File: src/rtl/noc_input_vc_buffer.sv
// Per-port NoC input buffer: one circular FIFO per virtual channel with credit return,
// occupancy reporting, per-VC flush and sticky protocol-error detection.
module noc_input_vc_buffer #(
   parameter int CHANNELS  = 4,
   parameter int DEPTH     = 8,
   parameter int FLIT_W    = 64,
   parameter int THRESHOLD = DEPTH - 2,
   parameter bit SHARED_IN = 1'b1
) (
   input  logic                                          noc_clk,
   input  logic                                          noc_rst,
   input  logic [CHANNELS-1:0]                           in_valid,
   input  logic [(SHARED_IN ? FLIT_W : CHANNELS*FLIT_W)-1:0] in_flit,
   output logic [CHANNELS-1:0]                           in_ready,
   output logic [CHANNELS-1:0]                           in_vc_ready,
   output logic [CHANNELS-1:0]                           credit_out,
   input  logic [CHANNELS-1:0]                           i_clear,
   output logic [CHANNELS-1:0]                           out_valid,
   output logic [CHANNELS*FLIT_W-1:0]                    out_flit,
   input  logic [CHANNELS-1:0]                           out_ready,
   output logic [CHANNELS*$clog2(DEPTH+1)-1:0]           o_occupancy,
   output logic                                          o_proto_err
);

   localparam int ADDR_W = $clog2(DEPTH);
   localparam int PTR_W  = ADDR_W + 1;
   localparam int OCC_W  = $clog2(DEPTH + 1);

   logic [PTR_W-1:0]    wr_ptr [CHANNELS];
   logic [PTR_W-1:0]    rd_ptr [CHANNELS];
   logic [PTR_W-1:0]    count  [CHANNELS];
   logic [FLIT_W-1:0]   mem    [CHANNELS][DEPTH];
   logic [FLIT_W-1:0]   wdata  [CHANNELS];
   logic [CHANNELS-1:0] full;
   logic [CHANNELS-1:0] empty;
   logic [CHANNELS-1:0] push;
   logic [CHANNELS-1:0] pop;
   logic [CHANNELS-1:0] vc_ready_q;
   logic                taken;
   logic                multi_valid;
   logic                ignored_bp;

   for (genvar i = 0; i < CHANNELS; i++) begin : g_vc
      if (SHARED_IN) begin : g_shared
         assign wdata[i] = in_flit[FLIT_W-1:0];
      end else begin : g_ext
         assign wdata[i] = in_flit[i*FLIT_W +: FLIT_W];
      end

      // Pointers carry one extra wrap bit so full and empty are distinguishable.
      assign count[i]       = wr_ptr[i] - rd_ptr[i];
      assign full[i]        = (wr_ptr[i][ADDR_W] != rd_ptr[i][ADDR_W]) &&
                              (wr_ptr[i][ADDR_W-1:0] == rd_ptr[i][ADDR_W-1:0]);
      assign empty[i]       = (wr_ptr[i] == rd_ptr[i]);
      assign in_ready[i]    = !full[i] && !i_clear[i];
      assign in_vc_ready[i] = {{(32-PTR_W){1'b0}}, count[i]} < 32'(THRESHOLD);
      assign out_valid[i]   = !empty[i];
      assign out_flit[i*FLIT_W +: FLIT_W]    = mem[i][rd_ptr[i][ADDR_W-1:0]];
      assign o_occupancy[i*OCC_W +: OCC_W]   = OCC_W'(count[i]);
      assign pop[i]         = out_valid[i] && out_ready[i];
   end

   // On a shared bus only the lowest-index requesting VC that can accept is written.
   always_comb begin
      push  = '0;
      taken = 1'b0;
      for (int i = 0; i < CHANNELS; i++) begin
         if (in_valid[i] && in_ready[i] && !taken) begin
            push[i] = 1'b1;
            taken   = SHARED_IN;
         end
      end
   end

   assign multi_valid = SHARED_IN && ($countones(in_valid) > 1);
   assign ignored_bp  = |(in_valid & ~in_ready & ~vc_ready_q);

   always_ff @(posedge noc_clk) begin
      if (noc_rst) begin
         for (int i = 0; i < CHANNELS; i++) begin
            wr_ptr[i] <= '0;
            rd_ptr[i] <= '0;
         end
         credit_out  <= '0;
         vc_ready_q  <= '1;
         o_proto_err <= 1'b0;
      end else begin
         for (int i = 0; i < CHANNELS; i++) begin
            if (i_clear[i]) begin
               wr_ptr[i] <= '0;
               rd_ptr[i] <= '0;
            end else begin
               if (push[i]) wr_ptr[i] <= wr_ptr[i] + 1'b1;
               if (pop[i])  rd_ptr[i] <= rd_ptr[i] + 1'b1;
            end
         end
         // A pop coinciding with a flush still returns its credit.
         credit_out <= pop;
         vc_ready_q <= in_vc_ready;
         if (multi_valid || ignored_bp) o_proto_err <= 1'b1;
      end
   end

   always_ff @(posedge noc_clk) begin
      for (int i = 0; i < CHANNELS; i++) begin
         if (push[i]) mem[i][wr_ptr[i][ADDR_W-1:0]] <= wdata[i];
      end
   end

endmodule
File: config.mk
export PLATFORM = sky130hd
export DESIGN_NAME = noc_input_vc_buffer
export DESIGN_NICKNAME = d
export VERILOG_FILES = /design/src/rtl/noc_input_vc_buffer.sv
export SDC_FILE = /design/constraint.sdc
export NUM_CORES = 2
export LEC_CHECK = 0
export ABC_AREA = 1
export BUFFER_PORTS_ARGS = -buffer_cell sky130_fd_sc_hd__buf_2
export CAP_MARGIN = 25
export CORE_UTILIZATION = 40
export CTS_CLUSTER_DIAMETER = 50
export DETAILED_ROUTE_END_ITERATION = 16
export PLACE_DENSITY = 0.53
export SLEW_MARGIN = 20
export SYNTH_ARGS = -nofsm -noshare
export SYNTH_HDL_FRONTEND = slang
export SYNTH_SLANG_ARGS = --single-unit
File: constraint.sdc
create_clock -name noc_clk -period 20.4 [get_ports noc_clk]
set_clock_uncertainty 0.05 [all_clocks]
set_input_delay 3.06 -clock noc_clk [delete_from_list [all_inputs] [get_ports noc_clk]]
set_output_delay 3.06 -clock noc_clk [all_outputs]
set_load 0.1 [all_outputs]
==> results.toml <==
[status]
status = "completed"

[placement]
hpwlAfterDp_um = 130400
finalWeightedCongestion = 0.8171
portBuffers = 366
numPlacedInstances = 8894

[pwr]
seqPwrFrac_pct = 45.6
p_leak_nw = 31.64
switching_share_pct = 30.79
power.internal_w = 0.007292
pwr-share-comb_pct = 17.1
switching_power_w = 0.003245
power.density_mw_per_mm2 = 113.4
pwr-share-clk_pct = 37.3
finalPower_w = 0.01054
vdd_drop_max_uv = 79.38

[floorplanning]
rows = 165
die_w_um = 454.5
dieArea_mm2 = 0.2066
io_pins = 367
initial_utilization_pct = 40.40
die_y_um = 454.5
core-area_mm2 = 0.2027

[route]
wire_per_inst_um = 24.94
via_count = 50586
viasPerCell = 5.429
drt_pass1_iterations = 8
ant_nets = 0
drtIter0Drc = 4025
drt_wl_total_um = 232400
drc_errors = 0

[synthesis]
syn_nets = 6239
ys_warn_count = 0
yosys_register_bits = 2089
synth.distinct_cells = 27
syn_avg_cell_area_um2 = 13.35
synthArstFlopShare_pct = 0
synth_edf_count = 2080
synth_area_mm2 = 0.08190
ys_seq_area_share_pct = 76.48
synth_cells = 6136
synth_top_flop_cell = "edfxtp_1"

[clock_tree]
htreeDepth = 4
cts_buffer_depth = 3
clk_latency_ps = 850
post_cts_resized = 0
clkTransAtPathRegs_ps = 60
cts_made_buffers = 225
postCtsSetupRepairBufs = 0
cts_sinks = 2089
cts_tree = "built"
clockRootBuffer = "clkbuf_16"
hold_buffers = 0

[critical_path]
cp_top_family = "buffers and inverters"
cp_cell_sequence = "buf_4 -> buf_4 -> buf_4 -> o21ai_0 -> o22ai_1 -> nand2_1 -> nand2_1 -> buf_2"
crit_slowest_cell = "buf_4"
crit_top_cell = "buf_4"
cp.arrival_ps = 4980
worstPathRequired_ps = 17290
end_kind = "output port"
critical_path_class = "reg2out"
start_kind = "flop"
max_stage_delay_ps = 830
worst-path-buf-inv = 4
path_max_fanout = 96

[sta]
drv_slew = 0
fin_crit_ps = 8092
fmax_mhz = 123.6
worst_pin_slew_ps = 1150
rsz0062_at_grt = "false"
finalHoldViolCount = 0
period_share_pct = 39.67
worst_hold_slack_ps = 534.3
setup_violations = 0
tns_ps = 0
relSlewSlack_pct = 23.34

[min_path]
hold_path_class = "reg2reg"

[layout]
n_fill_cell = 18156
drive_gt1_share_pct = 12.65
final_cells = 9318
nNetsFinal = 6553
syn_to_final_growth_pct = 13.40

[global_routing]
grt_max_degree = 132
grt_pass1_wl_um = 336700
grt_pass1_vias = 49144
grt_usage_pct = 22.22
grt.overflow.total = 0
antenna_found_initial = 7

[run]
drv_cap = 0
## flip-flops by register name, summed over array words and instances, names as in the netlist
register     flops
rd_ptr          16
mem           2048
wr_ptr          16
credit_out       4
o_proto_err      1
vc_ready_q       4
## tightest hold or removal path, cell delays in order, from the launching register on
cell and delay, ps:
dfxtp_1 330, nor2_1 50, nand2_1 60, nor2_1 40
nor2_1 70
## power groups by stage
stage	logic, W	clock network [W]	registers, W
after detailed placement	0.00182	0	0.00489
after CTS	0.00182	0.00401	0.00480
after global placement	0.00181	0	0.00489
after floorplan	0.00137	0	0.00490
final	0.00180	0.00393	0.00480
after global routing	0.00190	0.00417	0.00481
## worst paths after layout
kind | startpoint | endpoint | slack (ps) | cells after the start
setup / recovery | rd_ptr[2][0] | out_flit[156] | 12310 | 8
hold / removal | o_proto_err | o_proto_err | 530 | 4
setup reg to reg | rd_ptr[1][1] | mem[2][345] | 14710 | 13
hold reg to reg | o_proto_err | o_proto_err | 530 | 4
## layout by cell type (no fill, tap or decap)
master      count
edfxtp_1     2080
nor2_1       1080
nand2_1       839
o21ai_0       573
o22ai_1       512
o21ai_1       460
buf_2         366
clkbuf_16     226
buf_4         111
inv_1          65
clkinv_1       52
clkbuf_1       50
clkinv_2       34
nor2_4         31
ha_1           20
nand3_1        16
xor2_1         15
bufinv_16      15
diode_2        13
xnor2_1         9
clkinv_4        9
dfxtp_1         9
inv_8           8
inv_6           7
inv_4           6
clkinvlp_4      6
nor2_2          5
fa_1            5
clkinv_16       5
a21oi_1         4
a21boi_0        4
inv_16          3
clkinv_8        2
buf_12          2
nand3_2         1
nor3_2          1
and2_1          1
buf_16          1
## area by class of cell
type	instances	area, um2	share of cell area (%)
Clock inverter	134	1275	1.373
Clock buffer	276	5843	6.291
Sequential cell	2089	62640	67.44
Antenna cell	13	32.53	0.03502
Inverter	78	340.3	0.3664
Timing Repair Buffer	480	2733	2.942
Multi-Input combinational cell	3576	16670	17.95
Tap cell	2672	3343	3.599
## Yosys cell counts (4+ instances only)
| cell | count | area share, % |
|---|---|---|
| o21ai_1 | 460 | 2.8 |
| o22ai_1 | 512 | 3.9 |
| o21ai_0 | 573 | 3.5 |
| nand3_1 | 16 | 0.098 |
| nand2_1 | 839 | 3.8 |
| xor2_1 | 15 | 0.16 |
| dfxtp_1 | 9 | 0.22 |
| nor2_2 | 5 | 0.038 |
| ha_1 | 20 | 0.31 |
| buf_4 | 58 | 0.53 |
| inv_4 | 4 | 0.031 |
| edfxtp_1 | 2080 | 76 |
| xnor2_1 | 9 | 0.096 |
| fa_1 | 5 | 0.12 |
| a21oi_1 | 4 | 0.024 |
| a21boi_0 | 4 | 0.037 |
| buf_1 | 14 | 0.064 |
| buf_6 | 102 | 1.4 |
| clkbuf_2 | 26 | 0.16 |
| clkbuf_1 | 167 | 0.77 |
| buf_2 | 26 | 0.16 |
| inv_1 | 73 | 0.33 |
| nor2_1 | 1111 | 5.1 |
## kinds of logic after synthesis
family,after synthesis,synth area share [%]
DFF,2089,76.48
buffers and inverters,471,3.451
adders and majority gates,25,0.4278
xor gates and xnor gates,24,0.2567
and+or+nand+nor,1974,9.099
AOI/OAI and AO/OA,1553,10.28
## per-stage QoR
stage	setup WS, ps	instance area, um2	util [%]
floorplan	11970	81900	-
global placement	13300	85700	42.27
detailed placement	13250	85700	42.27
CTS	12320	92820	45.78
global route	11970	92850	45.80
finish	12310	92880	45.81
## metal layers
metal,global-route usage (%),vias up,part of all wire (%)
met5,0,-,0
met4,6.787,0,2.8
met3,3.407,307,5.2
met2,37.57,1359,49
met1,29.44,25778,43
li1,-,23142,-
Power figures use the tool's default switching activity.
